==> src/rtl/iir_pkg.sv <==
// Shared types for the IIR input streaming stage.
// Output-register state, coefficient types and small helpers.
package iir_pkg;

  localparam int unsigned DEF_COEFF_WIDTH = 18;
  localparam int unsigned DEF_INPUT_TAPS  = 3;
  localparam int unsigned DEF_OUTPUT_TAPS = 2;

  typedef enum logic {
    OUT_EMPTY  = 1'b0,
    OUT_LOADED = 1'b1
  } out_state_t;

  typedef logic signed [DEF_COEFF_WIDTH-1:0] coeff_t;
  typedef coeff_t [DEF_INPUT_TAPS-1:0]  coeff_x_t;
  typedef coeff_t [DEF_OUTPUT_TAPS-1:0] coeff_y_t;

  function automatic int unsigned max2(
    input int unsigned a,
    input int unsigned b
  );
    return (a > b) ? a : b;
  endfunction

endpackage

==> src/rtl/iir_sample_fifo.sv <==
// Sample buffer behind the output register.
// Pointers carry one extra bit so full and empty differ.
module iir_sample_fifo #(
  parameter int unsigned DATA_WIDTH = 24,
  parameter int unsigned FIFO_DEPTH = 8
) (
  input  logic                        clk_i,
  input  logic                        rst_i,
  input  logic                        clr_i,
  input  logic                        push_i,
  input  logic [DATA_WIDTH-1:0]       data_i,
  input  logic                        pop_i,
  output logic [DATA_WIDTH-1:0]       head_o,
  output logic [$clog2(FIFO_DEPTH):0] count_o,
  output logic                        empty_o
);

  localparam int unsigned AW = $clog2(FIFO_DEPTH);

  logic [DATA_WIDTH-1:0] mem [FIFO_DEPTH];
  logic [AW:0]           wr_q;
  logic [AW:0]           rd_q;

  assign count_o = wr_q - rd_q;
  assign empty_o = (wr_q == rd_q);
  assign head_o  = mem[rd_q[AW-1:0]];

  always_ff @(posedge clk_i or negedge rst_i) begin
    if (!rst_i) begin
      wr_q <= '0;
      rd_q <= '0;
    end else if (clr_i) begin
      wr_q <= '0;
      rd_q <= '0;
    end else begin
      if (push_i) wr_q <= wr_q + 1'b1;
      if (pop_i)  rd_q <= rd_q + 1'b1;
    end
  end

  always_ff @(posedge clk_i) begin
    if (push_i) mem[wr_q[AW-1:0]] <= data_i;
  end

endmodule

==> src/rtl/iir_stream_tx.sv <==
// Feeds samples to an IIR core through a FIFO plus output register,
// with double-buffered coefficients swapped only between transfers.
module iir_stream_tx
  import iir_pkg::*;
#(
  parameter int unsigned DATA_WIDTH  = 24,
  parameter int unsigned COEFF_WIDTH = DEF_COEFF_WIDTH,
  parameter int unsigned INPUT_TAPS  = DEF_INPUT_TAPS,
  parameter int unsigned OUTPUT_TAPS = DEF_OUTPUT_TAPS,
  parameter int unsigned FIFO_DEPTH  = 8
) (
  input  logic clk_i,
  input  logic rst_i,
  input  logic [DATA_WIDTH-1:0] s_data_i,
  input  logic s_valid_i,
  output logic s_ready_o,
  output logic [DATA_WIDTH-1:0] m_x_o,
  output logic m_valid_o,
  input  logic m_ready_and_i,
  input  logic cfg_we_i,
  input  logic cfg_sel_i,
  input  logic [$clog2(max2(INPUT_TAPS,
    OUTPUT_TAPS))-1:0] cfg_idx_i,
  input  logic [COEFF_WIDTH-1:0] cfg_data_i,
  input  logic cfg_commit_i,
  output logic [INPUT_TAPS-1:0]
    [COEFF_WIDTH-1:0] coeff_x_o,
  output logic [OUTPUT_TAPS-1:0]
    [COEFF_WIDTH-1:0] coeff_y_o,
  output logic commit_pending_o,
  input  logic flush_i,
  output logic [$clog2(FIFO_DEPTH):0] level_o
);

  localparam int unsigned IDX_W =
    $clog2(max2(INPUT_TAPS, OUTPUT_TAPS));
  localparam int unsigned LVL_W =
    $clog2(FIFO_DEPTH) + 1;

  out_state_t            state_q, state_d;
  logic [DATA_WIDTH-1:0] x_q, x_d;
  logic [DATA_WIDTH-1:0] head;
  logic [LVL_W-1:0]      fifo_cnt;
  logic                  fifo_empty;
  logic                  push, pop;
  logic                  up_fire, dn_fire;
  logic                  take, swap;

  logic [INPUT_TAPS-1:0][COEFF_WIDTH-1:0]  stg_x, act_x;
  logic [OUTPUT_TAPS-1:0][COEFF_WIDTH-1:0] stg_y, act_y;
  logic                                    pend_q;

  assign m_valid_o = (state_q == OUT_LOADED);
  assign m_x_o     = x_q;
  assign level_o   = fifo_cnt + LVL_W'(m_valid_o);
  assign s_ready_o = (level_o <= LVL_W'(FIFO_DEPTH));
  assign up_fire   = s_valid_i & s_ready_o;
  assign dn_fire   = m_valid_o & m_ready_and_i;
  assign take      = !m_valid_o | dn_fire;

  iir_sample_fifo #(
    .DATA_WIDTH (DATA_WIDTH),
    .FIFO_DEPTH (FIFO_DEPTH)
  ) u_fifo (
    .clk_i   (clk_i),
    .rst_i   (rst_i),
    .clr_i   (flush_i),
    .push_i  (push),
    .data_i  (s_data_i),
    .pop_i   (pop),
    .head_o  (head),
    .count_o (fifo_cnt),
    .empty_o (fifo_empty)
  );

  always_comb begin
    state_d = state_q;
    x_d     = x_q;
    push    = 1'b0;
    pop     = 1'b0;
    if (take) begin
      if (!fifo_empty) begin
        state_d = OUT_LOADED;
        x_d     = head;
        pop     = 1'b1;
        push    = up_fire;
      end else if (up_fire) begin
        state_d = OUT_LOADED;
        x_d     = s_data_i;
      end else begin
        state_d = OUT_EMPTY;
      end
    end else begin
      push = up_fire;
    end
    if (flush_i) begin
      state_d = OUT_EMPTY;
      push    = 1'b0;
      pop     = 1'b0;
    end
  end

  always_ff @(posedge clk_i or negedge rst_i) begin
    if (!rst_i) begin
      state_q <= OUT_EMPTY;
      x_q     <= '0;
    end else begin
      state_q <= state_d;
      x_q     <= x_d;
    end
  end

  // Swap waits for a cycle with no sample leaving the stage
  assign swap = pend_q & ~dn_fire;

  always_ff @(posedge clk_i or negedge rst_i) begin
    if (!rst_i) begin
      stg_x  <= '0;
      stg_y  <= '0;
      act_x  <= '0;
      act_y  <= '0;
      pend_q <= 1'b0;
    end else begin
      if (swap) begin
        act_x <= stg_x;
        act_y <= stg_y;
      end
      pend_q <= swap ? 1'b0 : (pend_q | cfg_commit_i);
      if (cfg_we_i && !cfg_sel_i) begin
        for (int i = 0; i < INPUT_TAPS; i++)
          if (cfg_idx_i == IDX_W'(i))
            stg_x[i] <= cfg_data_i;
      end
      if (cfg_we_i && cfg_sel_i) begin
        for (int i = 0; i < OUTPUT_TAPS; i++)
          if (cfg_idx_i == IDX_W'(i))
            stg_y[i] <= cfg_data_i;
      end
    end
  end

  assign coeff_x_o        = act_x;
  assign coeff_y_o        = act_y;
  assign commit_pending_o = pend_q;

endmodule

==> config.mk <==
export PLATFORM = sky130hd
export DESIGN_NAME = iir_stream_tx
export DESIGN_NICKNAME = d
export VERILOG_FILES = /design/src/rtl/iir_pkg.sv /design/src/rtl/iir_sample_fifo.sv /design/src/rtl/iir_stream_tx.sv
export SDC_FILE = /design/constraint.sdc
export NUM_CORES = 1
export LEC_CHECK = 0
export CORE_ASPECT_RATIO = 0.75
export CORE_MARGIN = 2
export CORE_UTILIZATION = 38
export DETAILED_ROUTE_END_ITERATION = 7
export GPL_TIMING_DRIVEN = 0
export REMOVE_ABC_BUFFERS = 1
export SLEW_MARGIN = 25
export SYNTH_ARGS = -nofsm -noshare
export SYNTH_HDL_FRONTEND = slang
export SYNTH_SLANG_ARGS = --single-unit
==> constraint.sdc <==
create_clock -name clk_i -period 11.3 [get_ports clk_i]
set_input_delay 1.13 -clock clk_i [delete_from_list [all_inputs] [get_ports clk_i]]
set_output_delay 1.13 -clock clk_i [all_outputs]
set_load 0.05 [all_outputs]
==> key figures <==
STA
  – Fin crit period: 4.901 ns
  – Final setup violating endpoints: 0
  – Maximum clock frequency: 204.0 MHz
  – Relative slew slack: 43.00%
  – Final Max Slew Viols: 0
  – Final Skew: 0.01495 ns
  – RSZ-0062 raised after global routing: no
  – Fin crit share: 43.37%
  – Hold_ws: 0.4986 ns
  – Final hold vios: 0
  – Worst-margin pin slew: 0.8520 ns

Yosys
  – Synth top cells by count: dfrtp_1, edfxtp_1, mux2_2, mux2i_1, a22oi_1
  – Ys flop type: dfrtp_1
  – Syn Area/Cell: 17.27 sq um
  – Post-synthesis sequential area ratio: 70.52%
  – Cell taking the most area after synthesis: edfxtp_1
  – Ranking of synthesized cells by area: edfxtp_1, dfrtp_1, mux2_2
  – Synthesized cell area: 0.01577 sq mm
  – Synth top area share: 36.56%
  – Asr flop ratio synth: 52.71%
  – Netlist cell types: 44
  – Dominant cell by count in the synthesized netlist: dfrtp_1
  – Post-synthesis register bit count: 406
  – YS warnings: 0
  – EDFF count, synth: 192
  – Cells after synthesis: 913

GRT
  – Grt ovf: 0
  – Initial antenna violation count: 1
  – Largest net degree at the start of global routing: 88
  – GRT Resource Usage Total: 16.75%
  – First-pass GRT wire length: 55.30 mm
  – Vias in the first global route: 9194

CTS
  – Clock latency on the worst-skew pair: 0.53 ns
  – Hold-fix buffers, CTS: 0
  – Worst-path clk slew: 0.06 ns
  – Postcts setup bufs: 0
  – Max clock buf depth: 3
  – Htree depth: 2
  – Root Buffer Master: clkbuf_16
  – Number of buffers created by CTS: 40
  – CTS tree: done
  – Cts repair resizes: 0
  – Clk sinks: 406

Worst setup path
  – Kind of end point of the critical path: primary output
  – Critical path startpoint category: flip-flop
  – Critical-path cell list: inv_1, ha_1, inv_1, ha_1, fa_1, xor2_1, or3_1, o21a_4, inv_4, clkdlybuf4s50_1
  – CP startpoint: u_fifo.wr_q[0]
  – End of the worst register-to-register path: u_fifo.mem[1][20]
  – Worst path max stage delay: 0.83 ns
  – FF-to-FF setup slack: 6.86 ns
  – Slowest cell on the critical path: clkdlybuf4s50_1
  – Critical path arrival: 3.77 ns
  – Cell family with most CP delay: buffers and inverters
  – R2R cell count: 15
  – Worst Setup Path Type: flip-flop to primary output
  – Crit path to: s_ready_o
  – Critical path buffers and inverters: 4
  – Worst r2r src: u_fifo.wr_q[0]
  – Req. time, crit path: 10.17 ns
  – CP Max Fanout: 6
  – Crit. path cell count: 10

Floorplanning
  – Die W: 239.2 microns
  – Die height: 180.4 microns
  – Initial Util: 38.61%
  – Number of I/O pins: 173
  – Full die area: 0.04316 sq mm
  – Core Rows: 64
  – Core Area: 0.04084 sq mm

Flow run
  – Max Cap Violations: 0

Place
  – I/O Buffers: 172
  – Gp weighted congestion: 0.7207
  – Final HPWL DP: 23.28 mm
  – Dpl cell area: 0.01869 sq mm
  – Dpl cells: 1623

Cells and area
  – Design Area, Final: 0.01995 sq mm
  – Final Non-Filler Cells: 1696
  – Synthesis-to-layout area growth: 26.53%
  – Layout cells sized above 1: 27.93%
  – Nets@finish: 1199
  – Final Core Density: 48.86%

Detailed routing
  – Routed wire length: 35.64 mm
  – Post-route ant nets: 0
  – Vias: 8685
  – Number of detailed-route iterations in the first pass: 5
  – Via density: 5.121
  – Avg WL per Cell: 21.01 microns
  – Residual DRC count: 0
  – Detailed router's first-iteration violation count: 530

Power
  – Peak VDD IR: 222.6 uV
  – Tot Pwr: 5.667 mW
  – P per Cell Area: 284.0 mW/mm^2
  – Pleak: 7.354 nW

Worst hold path
  – Worst min path class: primary input to asynchronous set/reset pin

Outcome
  – Outcome: finished clean
[state kept, by name, indices dropped and copies added (netlist names)]
signal / flops
stg_x: 54
u_fifo.wr_q: 4
m_x_o: 24
m_valid_o: 1
coeff_x_o: 54
coeff_y_o: 36
u_fifo.mem: 192
u_fifo.rd_q: 4
stg_y: 36
commit_pending_o: 1
[stage by stage]
stage,setup TNS (ns),worst slack [ns]
CTS,0,6.346
detailed placement,0,6.875
floorplan,0,2.640
global route,0,6.204
finish,0,6.399
global placement,-349.38,-2.262
[per-layer routing]
metal,up-vias,GRT usage (%),wire length [microns]
met5,-,0,0
met4,0,4.625,746
li1,3944,-,-
met1,4540,23.73,16770
met3,54,2.895,1260
met2,147,26.66,16860
[area by class of cell]
type / count / area [sq um]
Fill cell: 3444 / 20890
Clock buffer: 61 / 1181
Tap cell: 528 / 660.6
Sequential cell: 406 / 11120
Antenna cell: 1 / 2.502
Clock inverter: 10 / 56.30
Multi-Input combinational cell: 456 / 4524
Timing Repair Buffer: 228 / 2379
Inverter: 6 / 25.02
[logic make-up (layout without fill, tap and decap cells)]
group / after synthesis / in the layout / share of synthesized area, %
AO/OA/AOI/OAI: 106 / 106 / 5.610
other: 0 / 1 / 0
multiplexers: 280 / 280 / 19.22
adder cells (fa/ha/maj): 9 / 9 / 0.7618
flip-flops: 406 / 406 / 70.52
AND/OR/NAND/NOR: 56 / 56 / 2.055
XOR/XNOR: 5 / 5 / 0.3650
buffers and inverters: 51 / 305 / 1.468
[placed cells by master (no fill, tap or decap), drive strengths merged, types with 2 or more instances in the layout]
cell / n
and2: 2
nand3: 5
buf: 57
o21ai: 2
and3: 2
or3: 2
nor3: 6
nand2b: 5
nand4: 2
inv: 8
nor4: 5
ha: 8
mux2: 182
nand2: 9
mux2i: 98
nor2b: 2
o221a: 24
clkbuf: 61
a21o: 24
clkinv: 7
a21oi: 6
or2: 2
edfxtp: 192
a22oi: 48
nor2: 11
nor3b: 2
xor2: 2
xnor2: 2
clkdlybuf4s50: 171
dfrtp: 214
[power by group]
part	total [mW]	internal, mW	switching [mW]
sequential	2.04	1.87	0.167
combinational	2.36	0.926	1.44
clock	1.26	0.721	0.543
total	5.67	3.52	2.15
[worst min-delay path by stage]
stage / startpoint / end / slack, ns / cells past startpoint
after floorplan: stg_y[18] / stg_y[18] / 0.47 / 1
after global placement: stg_y[31] / coeff_y_o[31] / 0.48 / 1
after detailed placement: stg_x[43] / coeff_x_o[43] / 0.49 / 1
after CTS: rst_i / coeff_y_o[16] / 0.48 / 1
after global routing: rst_i / coeff_y_o[21] / 0.51 / 1
final: rst_i / coeff_y_o[21] / 0.50 / 1
Power figures use the tool's default switching activity.
